`config.mk`:
```
export PLATFORM = sky130hd
export DESIGN_NAME = dz_rbuf
export DESIGN_NICKNAME = d
export VERILOG_FILES = /design/src/rtl/dzrbuf_pkg.sv /design/src/rtl/dz_silo.sv /design/src/rtl/dz_rbuf.sv
export SDC_FILE = /design/constraint.sdc
export NUM_CORES = 1
export LEC_CHECK = 0
export CAP_MARGIN = 20
export CORE_MARGIN = 10
export CORE_UTILIZATION = 42
export DETAILED_ROUTE_END_ITERATION = 8
export PLACE_DENSITY = 0.63
export SLEW_MARGIN = 20
export SYNTH_ARGS = -nofsm -noshare
export SYNTH_HDL_FRONTEND = slang
export SYNTH_HIERARCHICAL = 1
export SYNTH_SLANG_ARGS = --single-unit
```
`constraint.sdc`:
```
create_clock -name clk -period 4.65 [get_ports clk]
set_input_delay 0.93 -clock clk [delete_from_list [all_inputs] [get_ports clk]]
set_output_delay 0.93 -clock clk [all_outputs]
set_load 0.01 [all_outputs]
```
`src/rtl/dzrbuf_pkg.sv`:
```
// dzrbuf_pkg: shared entry layout and scanner state encoding for the DZ11 receive path
package dzrbuf_pkg;
    localparam int ENTRY_W  = 15;
    localparam int OVRN_BIT = 14;
    localparam int FRME_BIT = 13;
    localparam int PARE_BIT = 12;
    localparam int LINE_LSB = 8;
    localparam int CHAR_LSB = 0;
    localparam int DVAL_BIT = 15;
    typedef enum logic [1:0] {SCAN, ACK, WAIT} scan_state_t;
endpackage

```
`src/rtl/dz_silo.sv`:
```
// dz_silo: synchronous receive FIFO; push into a full silo is accepted only alongside a pop
module dz_silo
    import dzrbuf_pkg::*;
#(
    parameter int DEPTH = 64
) (
    input  logic                       clk,
    input  logic                       rst,
    input  logic                       push,
    input  logic                       pop,
    input  logic [ENTRY_W-1:0]         din,
    output logic [ENTRY_W-1:0]         dout,
    output logic [$clog2(DEPTH):0]     count,
    output logic                       empty,
    output logic                       full
);
    localparam int AW = $clog2(DEPTH);
    logic [ENTRY_W-1:0] mem [DEPTH];
    logic [AW-1:0] wp, rp;
    logic wr, rd;
    assign empty = count == '0;
    assign full  = count == (AW+1)'(DEPTH);
    assign rd    = pop & !empty;
    assign wr    = push & (!full | rd);
    assign dout  = mem[rp];
    // storage array, no reset needed since count guards visibility
    always_ff @(posedge clk) begin
        if (wr) mem[wp] <= din;
    end
    // pointer and occupancy bookkeeping
    always_ff @(posedge clk) begin
        if (rst) begin
            wp    <= '0;
            rp    <= '0;
            count <= '0;
        end else begin
            if (wr) wp <= wp + 1'b1;
            if (rd) rp <= rp + 1'b1;
            count <= count + (AW+1)'(wr) - (AW+1)'(rd);
        end
    end
endmodule

```
`src/rtl/dz_rbuf.sv`:
```
// dz_rbuf: DZ11 receive scanner, silo, RBUF read-edge pop and silo alarm
module dz_rbuf
    import dzrbuf_pkg::*;
#(
    parameter int DEPTH = 64,
    parameter int SALVL = 16
) (
    input  logic        clk,
    input  logic        rst,
    input  logic        clr,
    input  logic        csrMSE,
    input  logic        csrSAE,
    input  logic        rbufREAD,
    input  logic        devLOBYTE,
    input  logic [7:0]  uartRXFULL,
    input  logic [63:0] uartRXDATA,
    input  logic [7:0]  uartRXFRME,
    input  logic [7:0]  uartRXPARE,
    output logic [7:0]  uartRXCLR,
    output logic        rbufRDONE,
    output logic        rbufSA,
    output logic [15:0] regRBUF
);
    logic                   srst, rd, rd_q, read_ev, push, pop_ok, push_ok, empty, full, ovrn, sa_q;
    logic [2:0]             scan;
    logic [4:0]             sa_cnt, sa_nx;
    logic [ENTRY_W-1:0]     din, dout;
    logic [$clog2(DEPTH):0] count;
    scan_state_t            state;
    assign srst    = rst | clr;
    assign rd      = rbufREAD & devLOBYTE;
    assign read_ev = rd & !rd_q;
    assign push    = (state == SCAN) & csrMSE & uartRXFULL[scan];
    assign pop_ok  = read_ev & !empty;
    assign push_ok = push & (!full | pop_ok);
    assign sa_nx   = read_ev ? '0 : push_ok ? (sa_cnt == '1 ? sa_cnt : sa_cnt + 1'b1) : sa_cnt;
    assign rbufRDONE = !empty;
    assign rbufSA    = sa_q & csrSAE;
    assign regRBUF   = empty ? '0 : {1'b1, dout};
    // assemble the silo entry for the line currently under the scan pointer
    always_comb begin
        din                  = '0;
        din[OVRN_BIT]        = ovrn;
        din[FRME_BIT]        = uartRXFRME[scan];
        din[PARE_BIT]        = uartRXPARE[scan];
        din[LINE_LSB +: 3]   = scan;
        din[CHAR_LSB +: 8]   = uartRXDATA[{scan, 3'b000} +: 8];
    end
    dz_silo #(.DEPTH(DEPTH)) silo (
        .clk   (clk),
        .rst   (srst),
        .push  (push),
        .pop   (pop_ok),
        .din   (din),
        .dout  (dout),
        .count (count),
        .empty (empty),
        .full  (full)
    );
    // round-robin scanner; ACK then WAIT gives the UART time to drop RXFULL
    always_ff @(posedge clk) begin
        if (srst) begin
            state     <= SCAN;
            scan      <= '0;
            uartRXCLR <= '0;
        end else begin
            uartRXCLR <= '0;
            case (state)
                SCAN: if (csrMSE) begin
                    if (uartRXFULL[scan]) begin
                        uartRXCLR <= 8'(1) << scan;
                        state     <= ACK;
                    end else scan <= scan + 1'b1;
                end
                ACK:  state <= WAIT;
                WAIT: begin
                    scan  <= scan + 1'b1;
                    state <= SCAN;
                end
                default: state <= SCAN;
            endcase
        end
    end
    // read strobe edge detect, overrun memory and silo alarm tracking
    always_ff @(posedge clk) begin
        if (srst) begin
            rd_q   <= 1'b0;
            ovrn   <= 1'b0;
            sa_cnt <= '0;
            sa_q   <= 1'b0;
        end else begin
            rd_q   <= rd;
            ovrn   <= push_ok ? 1'b0 : (push | ovrn);
            sa_cnt <= sa_nx;
            sa_q   <= read_ev ? 1'b0 : (sa_q | (csrSAE & (sa_nx >= 5'(SALVL))));
        end
    end
endmodule
```
==> results.json <==
{
  "status": "complete, no violations",
  "pin_count": 121,
  "synth_top_cell_area_share_pct": 72.5,
  "totalPowerFinal_uw": 18800,
  "portBuffers": 120,
  "die_h_um": 328,
  "utilization_pct": 50.3,
  "worstSetupStartpointType": "flop",
  "rows": 112,
  "htreeDepth": 3,
  "antenna_found_initial": 1,
  "clk_pin_slew_ns": 0.06,
  "synth-seq-area-share_pct": 74.8,
  "fmax_mhz": 221,
  "tightest_slew_ns": 0.979,
  "slew_violations": 0,
  "wl_per_cell_um": 27.0,
  "drc_errors": 0,
  "crit_type": "flop to output port",
  "hold_path.class": "flop to flop",
  "yosysUniqueCellTypes": 62,
  "slew_headroom_pct": 34.7,
  "synth.top_cells.by_area": "edfxtp_1 73%, mux4_2 15%, dfxtp_1 2.3%, mux2i_1 1.0%, nor2_1 1.0%",
  "initial_core_util_pct": 42.5,
  "vias": 20300,
  "dpl.hpwl_mm": 59.3,
  "yosysMostFrequentCell": "edfxtp_1",
  "dieArea_um2": 107000,
  "grt_overflow": 0,
  "root_buffer": "clkbuf_16",
  "finalSetupViolations": 0,
  "drt.antenna.violating_nets": 0,
  "via_per_inst": 5.63,
  "p_leak_uw": 0.0151,
  "synthArstFlopShare_pct": 0,
  "synth_ff_type": "edfxtp_1",
  "clk_path_buf_depth": 3,
  "period_share_pct": 97.4,
  "core_area_um2": 93600,
  "hold_viol_final": 0,
  "synth-seq-cells": 1006,
  "cap_violations": 0,
  "firstDrtPassIters": 5,
  "rsz0062_at_grt": "yes",
  "syn_to_final_growth_pct": 18.6,
  "worstPathArrival_ns": 3.60,
  "tritoncts": "done",
  "final_net_count": 2389,
  "synth_area_um2": 39800,
  "synth_common_cells": "960 x edfxtp_1, 268 x mux4_2, 109 x nor2_1, 60 x nand2_1, 46 x dfxtp_1",
  "die_w_um": 328,
  "yosys.area.top_type": "edfxtp_1",
  "synth_warnings": 6,
  "drt_iter0_drc": 2186,
  "ir_drop_mv": 0.320,
  "grt_pass1_wl_mm": 144,
  "dp_slack_ns": 0.324,
  "grt_pass1_vias": 20800,
  "crit_fanout": 17,
  "power.density_nw_per_um2": 400,
  "wl_mm": 97.4,
  "synth-edff-count": 960,
  "skew_ns": 0.0316,
  "endpoint_kind": "output port",
  "synthCells": 1925,
  "worstSkewPairLatency_ns": 0.67,
  "place.gp.congestion": 0.838,
  "regToRegSetupSlack_ns": 1.15,
  "numCtsBuffers": 97,
  "grt_max_degree": 78,
  "syn_avg_cell_area_um2": 20.6,
  "drive_gt1_share_pct": 27.1,
  "period_minus_slack_ns": 4.53,
  "cts.sinks": 1006,
  "cts_hold_buf": 0,
  "grtUsageTotal_pct": 18.1,
  "setup_ws_ns": 0.119,
  "cp.required_ns": 3.72
}
-- area by class of cell --
class                      count  area (um^2)
fill                        7511        46500
antenna                        1         2.50
clock buffer                 116         2580
timing repair buffer         296         2890
inverter                      23         86.3
multi-input combinational    853         9610
clock inverter                55          616
tap                         1254         1570
sequential                  1006        29800
-- worst paths after layout --
kind,from,endpoint,cells after the start
worst max register to register,scan[0]$_SDFFE_PP0P_,silo/mem[33][11]$_DFFE_PP_,11
worst min-delay path,state[1]$_SDFFE_PP0P_,state[1]$_SDFFE_PP0P_,1
worst min register to register,state[1]$_SDFFE_PP0P_,state[1]$_SDFFE_PP0P_,1
worst max-delay path,flop,regRBUF[5],10
-- per-stage QoR --
step                      setup TNS [ns]  hold slack [ns]  cells  cell area, um^2
final                                  0            0.481   3604            47100
after global routing             -0.0228            0.500   3603            47100
after CTS                       -0.00889            0.478   3603            47100
after detailed placement               0            0.468   3417            43500
after global placement                 0            0.448   3416            43500
after floorplan                        0            0.435   1988            40000
-- state kept, by name, summed over array words and instances, names as in the netlist, named ones only --
| register | flops |
|---|---|
| sa_q | 1 |
| silo/count | 7 |
| ovrn | 1 |
| rd_q | 1 |
| sa_cnt | 5 |
| uartRXCLR | 8 |
| scan | 3 |
| silo/wp | 6 |
| silo/mem | 960 |
| silo/rp | 6 |
| state | 2 |
-- layer usage --
layer | vias up | track usage [%] | share of wire (%)
met4 | 0 | 5.17 | 2.2
met5 | - | 0 | 0
met3 | 120 | 3.48 | 7.4
met2 | 789 | 29.5 | 49
met1 | 10800 | 24.8 | 41
li1 | 8589 | - | -
-- cells by family (layout without fill, tap and decap cells) --
logic type / count (synthesis) / in the layout / share of synthesized area [%]
DFF: 1006 / 1006 / 74.8
other: 1 / 65 / 0.00943
xor gates and xnor gates: 12 / 12 / 0.264
AOI/OAI and AO/OA: 161 / 161 / 2.47
muxes: 331 / 331 / 16.8
and+or+nand+nor: 268 / 268 / 3.18
adders and majority gates: 17 / 17 / 0.554
buffers and inverters: 129 / 490 / 1.83
-- where the power goes --
part | switching [uW] | internal, uW
clock network | 3270 | 4620
registers | 17.8 | 9970
logic | 558 | 410
total | 3840 | 15000
-- timing repair --
item                                   in CTS  in global routing
gates resized for setup                    21                 13
cloned                                      3                  0
pin swaps                                   0                  1
setup buffers                              12                  0
setup endpoints to repair                  15                 10
endpoints found under the hold margin       0                  0
-- worst max-delay path, cell delays in order, from the launching register on --
cell and delay (ns):
dfxtp_4 0.43, buf_16 0.21, buf_12 0.19, mux4_2 0.51
mux2_2 0.27, o21ai_0 0.17, a31oi_1 0.14, o21ai_1 0.15
nand2_1 0.17, nor2b_1 0.19, clkdlybuf4s50_1 0.49
-- placed cells by master, fill, tap and decap left out, types with 5 or more instances in the layout --
| cell type | count |
|---|---|
| clkinv_2 | 18 |
| edfxtp_1 | 960 |
| buf_4 | 148 |
| nand3_1 | 14 |
| clkbuf_1 | 13 |
| nand4_1 | 7 |
| o31ai_1 | 12 |
| nor3b_1 | 6 |
| ha_1 | 16 |
| a21oi_1 | 40 |
| dfxtp_4 | 7 |
| o21ai_0 | 34 |
| clkinv_1 | 18 |
| mux2i_1 | 37 |
| mux2_2 | 18 |
| buf_12 | 14 |
| nor3_1 | 11 |
| dfxtp_1 | 37 |
| clkbuf_16 | 99 |
| conb_1 | 64 |
| xor2_1 | 8 |
| nand3b_1 | 7 |
| a31oi_1 | 13 |
| nor2b_1 | 17 |
| and3_1 | 7 |
| clkdlybuf4s50_1 | 116 |
| o22ai_1 | 13 |
| nor2_1 | 109 |
| nand2_1 | 60 |
| inv_1 | 20 |
| bufinv_16 | 12 |
| nand2b_1 | 7 |
| o221ai_1 | 10 |
| buf_16 | 5 |
| o21ai_1 | 15 |
| mux4_2 | 268 |
Power figures use the tool's default switching activity.
